--- src/rtl/writeback_if.sv ---
// rtl/writeback_if.sv - memory-stage bundle, decode read ports and trap/counter outputs of writeback
interface writeback_if #(
    parameter int XLEN = 32,
    parameter int EX_W = 4
);
    logic [XLEN-1:0] pc_in;
    logic            nop_instr_in;
    logic [XLEN-1:0] result_in;
    logic [4:0]      rd_addr_in;
    logic            pipeline_in_valid;
    logic [EX_W-1:0] exception_in;
    logic            exception_in_valid;
    logic            stall_in;

    logic [4:0]      rs1_addr;
    logic [4:0]      rs2_addr;
    logic [XLEN-1:0] rs1_data;
    logic [XLEN-1:0] rs2_data;

    logic            flush_out;
    logic [XLEN-1:0] trap_pc_out;
    logic [XLEN-1:0] epc_out;
    logic [EX_W-1:0] cause_out;
    logic [63:0]     cycle_out;
    logic [63:0]     instret_out;

    modport master (
        output pc_in, nop_instr_in, result_in, rd_addr_in, pipeline_in_valid,
        output exception_in, exception_in_valid, stall_in,
        output rs1_addr, rs2_addr,
        input  rs1_data, rs2_data,
        input  flush_out, trap_pc_out, epc_out, cause_out, cycle_out, instret_out
    );

    modport slave (
        input  pc_in, nop_instr_in, result_in, rd_addr_in, pipeline_in_valid,
        input  exception_in, exception_in_valid, stall_in,
        input  rs1_addr, rs2_addr,
        output rs1_data, rs2_data,
        output flush_out, trap_pc_out, epc_out, cause_out, cycle_out, instret_out
    );
endinterface

--- src/rtl/writeback.sv ---
// rtl/writeback.sv - final pipeline stage: register file commit, bypassed reads, trap flush, counters
module writeback #(
    parameter int               XLEN     = 32,
    parameter int               EX_W     = 4,
    parameter logic [XLEN-1:0]  TRAP_VEC = 32'h0000_0100
) (
    input  logic        clk,
    input  logic        reset,
    writeback_if.slave  wb
);

    typedef enum logic {
        IDLE  = 1'b0,
        FLUSH = 1'b1
    } state_t;

    state_t state;
    state_t next_state;

    logic [XLEN-1:0] rf [0:31];
    logic [XLEN-1:0] epc_q;
    logic [EX_W-1:0] cause_q;
    logic [63:0]     cycle_q;
    logic [63:0]     instret_q;

    logic accept;
    logic retire;
    logic we;
    logic take_exc;

    // Everything presented while stalled or flushing is dropped without side effects.
    assign accept   = wb.pipeline_in_valid && !wb.stall_in && (state == IDLE);
    assign retire   = accept && !wb.exception_in_valid && !wb.nop_instr_in;
    assign we       = retire && (wb.rd_addr_in != 5'd0);
    assign take_exc = accept && wb.exception_in_valid;

    always_ff @(posedge clk or posedge reset) begin
        if (reset) begin
            state <= IDLE;
        end else begin
            state <= next_state;
        end
    end

    always_comb begin
        next_state     = state;
        wb.flush_out   = 1'b0;
        wb.trap_pc_out = '0;
        unique case (state)
            IDLE: begin
                if (take_exc) begin
                    next_state = FLUSH;
                end
            end
            FLUSH: begin
                wb.flush_out   = 1'b1;
                wb.trap_pc_out = TRAP_VEC;
                next_state     = IDLE;
            end
            default: begin
                next_state = IDLE;
            end
        endcase
    end

    // Entry 0 is cleared on reset and never written, so it stays zero.
    always_ff @(posedge clk or posedge reset) begin
        if (reset) begin
            for (int i = 0; i < 32; i++) begin
                rf[i] <= '0;
            end
        end else if (we) begin
            rf[wb.rd_addr_in] <= wb.result_in;
        end
    end

    always_ff @(posedge clk or posedge reset) begin
        if (reset) begin
            epc_q   <= '0;
            cause_q <= '0;
        end else if (take_exc) begin
            epc_q   <= wb.pc_in;
            cause_q <= wb.exception_in;
        end
    end

    always_ff @(posedge clk or posedge reset) begin
        if (reset) begin
            cycle_q   <= '0;
            instret_q <= '0;
        end else begin
            cycle_q <= cycle_q + 64'd1;
            if (retire) begin
                instret_q <= instret_q + 64'd1;
            end
        end
    end

    // A value being committed this cycle is forwarded ahead of the array.
    always_comb begin
        wb.rs1_data = '0;
        if (wb.rs1_addr != 5'd0) begin
            if (we && (wb.rd_addr_in == wb.rs1_addr)) begin
                wb.rs1_data = wb.result_in;
            end else begin
                wb.rs1_data = rf[wb.rs1_addr];
            end
        end
    end

    always_comb begin
        wb.rs2_data = '0;
        if (wb.rs2_addr != 5'd0) begin
            if (we && (wb.rd_addr_in == wb.rs2_addr)) begin
                wb.rs2_data = wb.result_in;
            end else begin
                wb.rs2_data = rf[wb.rs2_addr];
            end
        end
    end

    assign wb.epc_out     = epc_q;
    assign wb.cause_out   = cause_q;
    assign wb.cycle_out   = cycle_q;
    assign wb.instret_out = instret_q;

endmodule
--- src/flat_wrapper.sv ---
// flat-port wrapper written by rule: the top's interface ports become plain ports
module writeback_flat 
#(
    parameter int               XLEN     = 32,
    parameter int               EX_W     = 4,
    parameter logic [XLEN-1:0]  TRAP_VEC = 32'h0000_0100
)
  (clk, reset, wb_pc_in, wb_nop_instr_in, wb_result_in, wb_rd_addr_in, wb_pipeline_in_valid, wb_exception_in, wb_exception_in_valid, wb_stall_in, wb_rs1_addr, wb_rs2_addr, wb_rs1_data, wb_rs2_data, wb_flush_out, wb_trap_pc_out, wb_epc_out, wb_cause_out, wb_cycle_out, wb_instret_out);
  writeback_if #(.XLEN(XLEN), .EX_W(EX_W)) wb_i ();
  input  logic clk;
  input  logic reset;
  input wire logic [$bits(wb_i.pc_in)-1:0] wb_pc_in;
  input wire logic [$bits(wb_i.nop_instr_in)-1:0] wb_nop_instr_in;
  input wire logic [$bits(wb_i.result_in)-1:0] wb_result_in;
  input wire logic [$bits(wb_i.rd_addr_in)-1:0] wb_rd_addr_in;
  input wire logic [$bits(wb_i.pipeline_in_valid)-1:0] wb_pipeline_in_valid;
  input wire logic [$bits(wb_i.exception_in)-1:0] wb_exception_in;
  input wire logic [$bits(wb_i.exception_in_valid)-1:0] wb_exception_in_valid;
  input wire logic [$bits(wb_i.stall_in)-1:0] wb_stall_in;
  input wire logic [$bits(wb_i.rs1_addr)-1:0] wb_rs1_addr;
  input wire logic [$bits(wb_i.rs2_addr)-1:0] wb_rs2_addr;
  output wire logic [$bits(wb_i.rs1_data)-1:0] wb_rs1_data;
  output wire logic [$bits(wb_i.rs2_data)-1:0] wb_rs2_data;
  output wire logic [$bits(wb_i.flush_out)-1:0] wb_flush_out;
  output wire logic [$bits(wb_i.trap_pc_out)-1:0] wb_trap_pc_out;
  output wire logic [$bits(wb_i.epc_out)-1:0] wb_epc_out;
  output wire logic [$bits(wb_i.cause_out)-1:0] wb_cause_out;
  output wire logic [$bits(wb_i.cycle_out)-1:0] wb_cycle_out;
  output wire logic [$bits(wb_i.instret_out)-1:0] wb_instret_out;
  assign wb_i.pc_in = wb_pc_in;
  assign wb_i.nop_instr_in = wb_nop_instr_in;
  assign wb_i.result_in = wb_result_in;
  assign wb_i.rd_addr_in = wb_rd_addr_in;
  assign wb_i.pipeline_in_valid = wb_pipeline_in_valid;
  assign wb_i.exception_in = wb_exception_in;
  assign wb_i.exception_in_valid = wb_exception_in_valid;
  assign wb_i.stall_in = wb_stall_in;
  assign wb_i.rs1_addr = wb_rs1_addr;
  assign wb_i.rs2_addr = wb_rs2_addr;
  assign wb_rs1_data = wb_i.rs1_data;
  assign wb_rs2_data = wb_i.rs2_data;
  assign wb_flush_out = wb_i.flush_out;
  assign wb_trap_pc_out = wb_i.trap_pc_out;
  assign wb_epc_out = wb_i.epc_out;
  assign wb_cause_out = wb_i.cause_out;
  assign wb_cycle_out = wb_i.cycle_out;
  assign wb_instret_out = wb_i.instret_out;
  writeback #(.XLEN(XLEN), .EX_W(EX_W), .TRAP_VEC(TRAP_VEC)) u_core (.clk(clk), .reset(reset), .wb(wb_i));
endmodule
--- config.mk ---
export PLATFORM = sky130hd
export DESIGN_NAME = writeback_flat
export DESIGN_NICKNAME = d
export VERILOG_FILES = /design/src/rtl/writeback_if.sv /design/src/rtl/writeback.sv /design/src/flat_wrapper.sv
export SDC_FILE = /design/constraint.sdc
export NUM_CORES = 2
export LEC_CHECK = 0
export CORE_MARGIN = 3
export CORE_UTILIZATION = 26
export CTS_BUF_LIST = sky130_fd_sc_hd__clkbuf_2
export CTS_CLUSTER_DIAMETER = 100
export CTS_CLUSTER_SIZE = 30
export DETAILED_ROUTE_END_ITERATION = 6
export PLACE_DENSITY_LB_ADDON = 0.3
export SLEW_MARGIN = 20
export SYNTH_ARGS = -nofsm -noshare
export SYNTH_HDL_FRONTEND = slang
export SYNTH_SLANG_ARGS = --single-unit
--- constraint.sdc ---
create_clock -name clk -period 46.8 [get_ports clk]
set_clock_uncertainty 0.05 [all_clocks]
set_input_delay 9.36 -clock clk [delete_from_list [all_inputs] [get_ports clk]]
set_output_delay 9.36 -clock clk [all_outputs]
set_load 0.01 [all_outputs]
# [Word level (Yosys, flattened, before mapping)]
# Index checks and enable logic that the tools add are counted.
# W data, S select, Z words.
[classes] n_addsub=2 magnitude_cmp=4 eq_ne=2 n_mux=17 bitwise=4 n_reduce_logical=15
[ops] op="$bwmux W1024" count=1
[ops] op="$bmux W32 S5" count=2
[ops] op="$mux W32" count=9
[ops] op="$demux W32 S5" count=1
[ops] op="$add A64 B1 Y64 const B" count=2
[ops] op="$ge A6 B6 Y1 const B" count=3
[ops] op="$not A5 Y6" count=3
[ops] op="$reduce_bool A5 Y1" count=3
[ops] op="$eq A5 B5 Y1" count=2
[ops] op="$logic_and A1 B1 Y1" count=9
[ops] op="$mux W9" count=1
[ops] op="$lt A6 B1 Y1 const B" count=1
[ops] op="$logic_not A1 Y1" count=3
[ops] op="$mux W1" count=2
[ops] op="$pmux W1 S2" count=1
[ops] op="$not A1 Y1" count=1
[word_totals] ff_bits=1189 inputBits=89 out_inout_bits=261 elab_cells=81

# [Logic depth before layout (Yosys ltp)]
[depth] depth_word=9 mapped_depth=10

# [Worst setup path after synthesis]
# No wires, ideal clock.
[synth_timing] path_type="input-to-output" from="input port wb_stall_in" to="output port wb_rs1_data[0]" arrival_ps=11204 required_ps=37390 setup_slack_ps=26186 cell_stages=6 path_buffers=2 path_cell_list="or3b_1 > a211o_1 > or4_4 > buf_6 > buf_4 > a211oi_2"
[synth_via] elab_chain_cells=9
[synth_rtl] item="start: declaration" line_no="flat_wrapper.sv:19" source="input wire logic [$bits(wb_i.stall_in)-1:0] wb_stall_in;"
[synth_rtl] item="$logic_not A1 Y1" line_no="writeback.sv:32" source="assign accept = wb.pipeline_in_valid && !wb.stall_in && (state == IDLE);"
[synth_rtl] item="$logic_and A1 B1 Y1 (2 in series)" line_no="writeback.sv:32"
[synth_rtl] item="$logic_and A1 B1 Y1 (2 in series)" line_no="writeback.sv:33" source="assign retire = accept && !wb.exception_in_valid && !wb.nop_instr_in;"
[synth_rtl] item="$logic_and A1 B1 Y1" line_no="writeback.sv:34" source="assign we = retire && (wb.rd_addr_in != 5'd0);"
[synth_rtl] item="$logic_and A1 B1 Y1" line_no="writeback.sv:103" source="if (we && (wb.rd_addr_in == wb.rs1_addr)) begin"
[synth_rtl] item="$mux W32" line_no="writeback.sv:103"
[synth_rtl] item="$mux W32" line_no="writeback.sv:102" source="if (wb.rs1_addr != 5'd0) begin"
[synth_rtl] item="end: declaration" line_no="flat_wrapper.sv:22" source="output wire logic [$bits(wb_i.rs1_data)-1:0] wb_rs1_data;"
# Every way passes these cells.

# [Worst setup path in the final report]
[layout_timing] from="input port wb_rs2_addr[0]" to="output port wb_rs2_data[28]"
[layout_via] elab_chain_cells=6
[layout_rtl] item="start: declaration" line_no="flat_wrapper.sv:21" source="input wire logic [$bits(wb_i.rs2_addr)-1:0] wb_rs2_addr;"
[layout_rtl] item="$not A5 Y6 (not written as such)" line_no="writeback.sv:117" source="wb.rs2_data = rf[wb.rs2_addr];"
[layout_rtl] item="$bmux W32 S5" line_no="writeback.sv:117"
[layout_rtl] item="$mux W32 (not written as such) (2 in series)" line_no="writeback.sv:117"
[layout_rtl] item="$mux W32" line_no="writeback.sv:114" source="if (we && (wb.rd_addr_in == wb.rs2_addr)) begin"
[layout_rtl] item="$mux W32 (*)" line_no="writeback.sv:113" source="if (wb.rs2_addr != 5'd0) begin"
[layout_rtl] item="end: declaration" line_no="flat_wrapper.sv:23" source="output wire logic [$bits(wb_i.rs2_data)-1:0] wb_rs2_data;"
# Every way passes the cells marked *; elsewhere a longest branch is shown, timed or not. The select of a mux whose other input is x is not followed.

==> impl_metrics.py <==
metrics = {
    "status": {
        "status": "completed",
    },
    "cells_and_area": {
        "design.final.nets": 4639,
        "layout.cells.non_filler": 7777,
        "drive_above_1_share": 0.4088,
        "area.growth.synth_to_final_pct": 11.28,
    },
    "placement": {
        "port_buffers": 318,
        "place_hpwl_um": 120200,
        "gp_congestion": 0.7621,
        "place.detailed.instances": 7652,
        "preCtsSetupSlack_ns": 23.39,
    },
    "worst_setup_path": {
        "ff2ff_setup_slack_ns": 42.81,
        "startpoint": "wb_rs2_addr[0]",
        "cpMaxStageDelayCell": "sky130_fd_sc_hd__a211oi_1",
        "timing.critical_path.to": "wb_rs2_data[28]",
        "crit_path_max_incr_delay_ns": 0.75,
        "cp.required_ns": 37.39,
        "worstSetupEndpointType": "output pin",
        "worstRegToRegCells": 6,
        "critPathTopFamily": "buffers and inverters",
        "worstSetupPathDepth": 9,
        "worstReg2RegEnd": "u_core.rf[351]$_DFFE_PP0P_",
        "list_of_cells_traversed_by_the_critical_path": "buf_8 > buf_12 > buf_12 > mux2_2 > o22ai_1 > nor4_1 > a21oi_1 > a211oi_1 > clkdlybuf4s50_1",
        "worstPathMaxFanout": 103,
        "worst_setup_sp_type": "primary input",
        "reg2reg_from": "u_core.state$_DFF_PP0_",
        "critPathArrivalTime_ns": 13.89,
        "cp.buffers_inverters": 4,
        "critical-path-top-cell-by-count": "sky130_fd_sc_hd__buf_12",
        "crit_type": "in2out",
    },
    "sta": {
        "min_period_over_period": 0.4979,
        "sum_neg_setup_slack_ns": 0,
        "unrepaired_setup_endpoints_after_global_routing": "no",
        "max_slew_margin": 0.2381,
        "post-route-min-period_ns": 23.30,
        "whs_ns": 0.3971,
        "setup_viol": 0,
        "peak_clock_frequency_supported_by_timing_ghz": 0.04292,
        "setup_ws_ns": 23.50,
        "finalHoldViolations": 0,
        "slew_violations": 0,
        "worst_pin_slew_ns": 1.134,
    },
    "cts": {
        "clock-sinks": 1189,
        "post_cts_resized": 0,
        "cts_buffers": 60,
        "clk_pin_slew_worst_paths_ns": 0.52,
        "clkLatencyLatePin_ns": 1.73,
        "tritoncts_clock_tree": "done",
        "cts_setup_buffers": 0,
        "hold_buffer_count_at_cts": 0,
        "ctsRootBufferMaster": "sky130_fd_sc_hd__clkbuf_2",
        "ctsHtreeMaxLevel": 2,
        "clockBufferDepth": 3,
    },
    "global_route": {
        "grt_antenna_before_repair": 27,
        "grt_remaining_overflow": 0,
        "grt_pass1_vias": 41932,
        "grt_start_max_net_pins": 175,
        "grt_util_all_layers": 0.1728,
        "grt_pass1_wl_um": 312700,
    },
    "logic_synthesis": {
        "synth-xor-area-share": 0.01896,
        "synthesis.yosys.warnings": 0,
        "synth.area.mux_share": 0.3644,
        "synthDistinctLibCells": 56,
        "synthSimpleGateAreaFrac": 0.05469,
        "fraction_of_the_mapped_netlist_area_in_compound_gates": 0.04682,
        "synth_fa_ha_area_frac": 0.0004012,
        "synth_cells": 4533,
        "synth_edf_count": 0,
        "synthArstFlopShare": 1.000,
        "largest_family_of_logic_cells_by_synthesized_area": "multiplexers",
        "synth_area_um2": 62370,
        "ys_dominant_reg_cell": "sky130_fd_sc_hd__dfrtp_1",
        "postSynthRegisterBits": 1189,
        "synth_sequential_area_ratio": 0.4770,
        "avgSynthCellArea_um2": 13.76,
    },
    "drt": {
        "wl_um": 217200,
        "route.detailed.vias_per_inst": 5.239,
        "drtAntennaViolNets": 0,
        "drt-pass1-iter-count": 7,
        "wire_per_inst_um": 27.93,
        "route.vias.total": 40742,
        "drt_first_iter_violations": 3448,
        "remaining_drc_errors": 0,
    },
    "power_and_ir_drop": {
        "peakVddDrop_mv": 0.02675,
        "leakage_power_nw": 30.54,
        "power.density_nw_per_um2": 26.95,
    },
    "floorplanning": {
        "fp.coreArea_um2": 238300,
        "floorplan.die.width_um": 495.8,
        "initial_core_util": 0.2617,
        "fp-row-count": 179,
        "pin_count": 350,
        "design.die.area_um2": 245800,
        "die_y_um": 495.8,
    },
    "run": {
        "drv.max_cap_violation_count": 0,
    },
    "hold_path": {
        "hold_class": "reg2reg",
    },
}
[how the worst min path moves through the flow]
| stage | from | endpoint | slack, ns | cells after the start |
|---|---|---|---|---|
| floorplan | u_core.rf[1017]$_DFFE_PP0P_ | u_core.rf[1017]$_DFFE_PP0P_ | 0.39 | 1 |
| global placement | u_core.rf[1017]$_DFFE_PP0P_ | u_core.rf[1017]$_DFFE_PP0P_ | 0.32 | 0 |
| detailed placement | u_core.rf[1017]$_DFFE_PP0P_ | u_core.rf[1017]$_DFFE_PP0P_ | 0.33 | 0 |
| CTS | u_core.rf[1003]$_DFFE_PP0P_ | u_core.rf[1003]$_DFFE_PP0P_ | 0.40 | 0 |
| global route | u_core.rf[1006]$_DFFE_PP0P_ | u_core.rf[1006]$_DFFE_PP0P_ | 0.40 | 0 |
| finish | u_core.rf[1017]$_DFFE_PP0P_ | u_core.rf[1017]$_DFFE_PP0P_ | 0.40 | 0 |
[layer usage]
metal  share of wire  vias to the layer above  track usage  wire, um
li1                -                    17089            -         -
met4           0.035                        9      0.05788      7599
met1            0.42                    22068       0.2265     91360
met5         0.00050                        -            0       108
met3           0.053                      334      0.02491     11450
met2            0.49                     1242       0.2924    106700
[cells in the final DEF (no fill, tap or decap), types with 38 or more instances in the layout]
cell and n:
sky130_fd_sc_hd__nand2_1 51, sky130_fd_sc_hd__o22ai_1 179, sky130_fd_sc_hd__xnor2_1 88, sky130_fd_sc_hd__buf_4 90, sky130_fd_sc_hd__nor4_1 62, sky130_fd_sc_hd__nor2_1 203
sky130_fd_sc_hd__a211oi_1 38, sky130_fd_sc_hd__dfrtp_1 1189, sky130_fd_sc_hd__mux2i_1 77, sky130_fd_sc_hd__nor3_1 58, sky130_fd_sc_hd__clkbuf_2 63, sky130_fd_sc_hd__xor2_1 47
sky130_fd_sc_hd__nand3_1 55, sky130_fd_sc_hd__clkdlybuf4s50_1 291, sky130_fd_sc_hd__nand4_1 43, sky130_fd_sc_hd__mux2_2 1168, sky130_fd_sc_hd__mux4_2 388
[synth_stat cells, types with 5 or more instances]
cell | instances | area, um^2
sky130_fd_sc_hd__nand4_1 | 43 | 269.0
sky130_fd_sc_hd__or2_2 | 6 | 37.54
sky130_fd_sc_hd__o22ai_1 | 179 | 1120
sky130_fd_sc_hd__mux2i_1 | 77 | 770.7
sky130_fd_sc_hd__nor2_1 | 220 | 825.8
sky130_fd_sc_hd__clkbuf_1 | 228 | 855.8
sky130_fd_sc_hd__nand3_1 | 56 | 280.3
sky130_fd_sc_hd__xnor2_1 | 88 | 770.7
sky130_fd_sc_hd__mux4_2 | 388 | 8738
sky130_fd_sc_hd__a22oi_1 | 34 | 255.2
sky130_fd_sc_hd__or4_1 | 27 | 202.7
sky130_fd_sc_hd__o211ai_1 | 26 | 195.2
sky130_fd_sc_hd__and2_1 | 5 | 31.28
sky130_fd_sc_hd__mux2_2 | 1168 | 13150
sky130_fd_sc_hd__buf_1 | 50 | 187.7
sky130_fd_sc_hd__a211oi_2 | 25 | 312.8
sky130_fd_sc_hd__nand2b_1 | 7 | 43.79
sky130_fd_sc_hd__buf_6 | 5 | 56.30
sky130_fd_sc_hd__and4_1 | 11 | 96.34
sky130_fd_sc_hd__mux2_1 | 6 | 67.56
sky130_fd_sc_hd__xor2_1 | 47 | 411.6
sky130_fd_sc_hd__inv_1 | 18 | 67.56
sky130_fd_sc_hd__nor4b_1 | 7 | 61.31
sky130_fd_sc_hd__nand2_1 | 64 | 240.2
sky130_fd_sc_hd__a211oi_1 | 38 | 285.3
sky130_fd_sc_hd__o21a_1 | 26 | 195.2
sky130_fd_sc_hd__a21oi_1 | 31 | 155.2
sky130_fd_sc_hd__a2111oi_0 | 25 | 219.0
sky130_fd_sc_hd__dfrtp_1 | 1189 | 29750
sky130_fd_sc_hd__or3_1 | 5 | 31.28
sky130_fd_sc_hd__nor2b_1 | 33 | 206.5
sky130_fd_sc_hd__o22a_1 | 18 | 157.7
sky130_fd_sc_hd__and3_1 | 19 | 118.9
sky130_fd_sc_hd__nor4_1 | 62 | 387.9
sky130_fd_sc_hd__buf_4 | 55 | 412.9
sky130_fd_sc_hd__buf_2 | 152 | 760.7
sky130_fd_sc_hd__nor3_1 | 62 | 310.3
[report_power, final]
part | switching, mW | internal (mW) | total (mW)
Sequential | 0.0326 | 1.08 | 1.11
Clock | 0.389 | 0.0846 | 0.474
Combinational | 0.152 | 0.132 | 0.283
[registers in the layout, summed over array words and instances (netlist names)]
register and cells:
u_core.wb.instret_out 64, u_core.wb.cause_out 4, u_core.rf 1024, u_core.wb.epc_out 32, u_core.state 1, u_core.wb.cycle_out 64
[through the flow]
step	power [mW]	util	area [um^2]
floorplan	1.300	-	62480
global placement	1.406	0.2872	68450
detailed placement	1.412	0.2873	68460
CTS	1.898	0.2913	69430
global route	1.952	0.2911	69380
finish	1.870	0.2913	69410
[cell families after synthesis]
| family | Yosys count |
|---|---|
| muxes | 1639 |
| DFF | 1189 |
| and+or+nand+nor | 652 |
| buffers and inverters | 509 |
| AOI/OAI and AO/OA | 406 |
| xor gates and xnor gates | 135 |
| adders and majority gates | 2 |
| other | 1 |
[final cells by class]
type,count,area (um^2)
fillers,24139,168900
multi-input cells,2865,30700
flip-flops and latches,1189,29750
well taps,3167,3963
repair buffers,414,3901
clock inverters,43,654.4
clock buffers,63,315.3
inverters,18,75.07
diodes,18,45.04
Power figures use the tool's default switching activity.
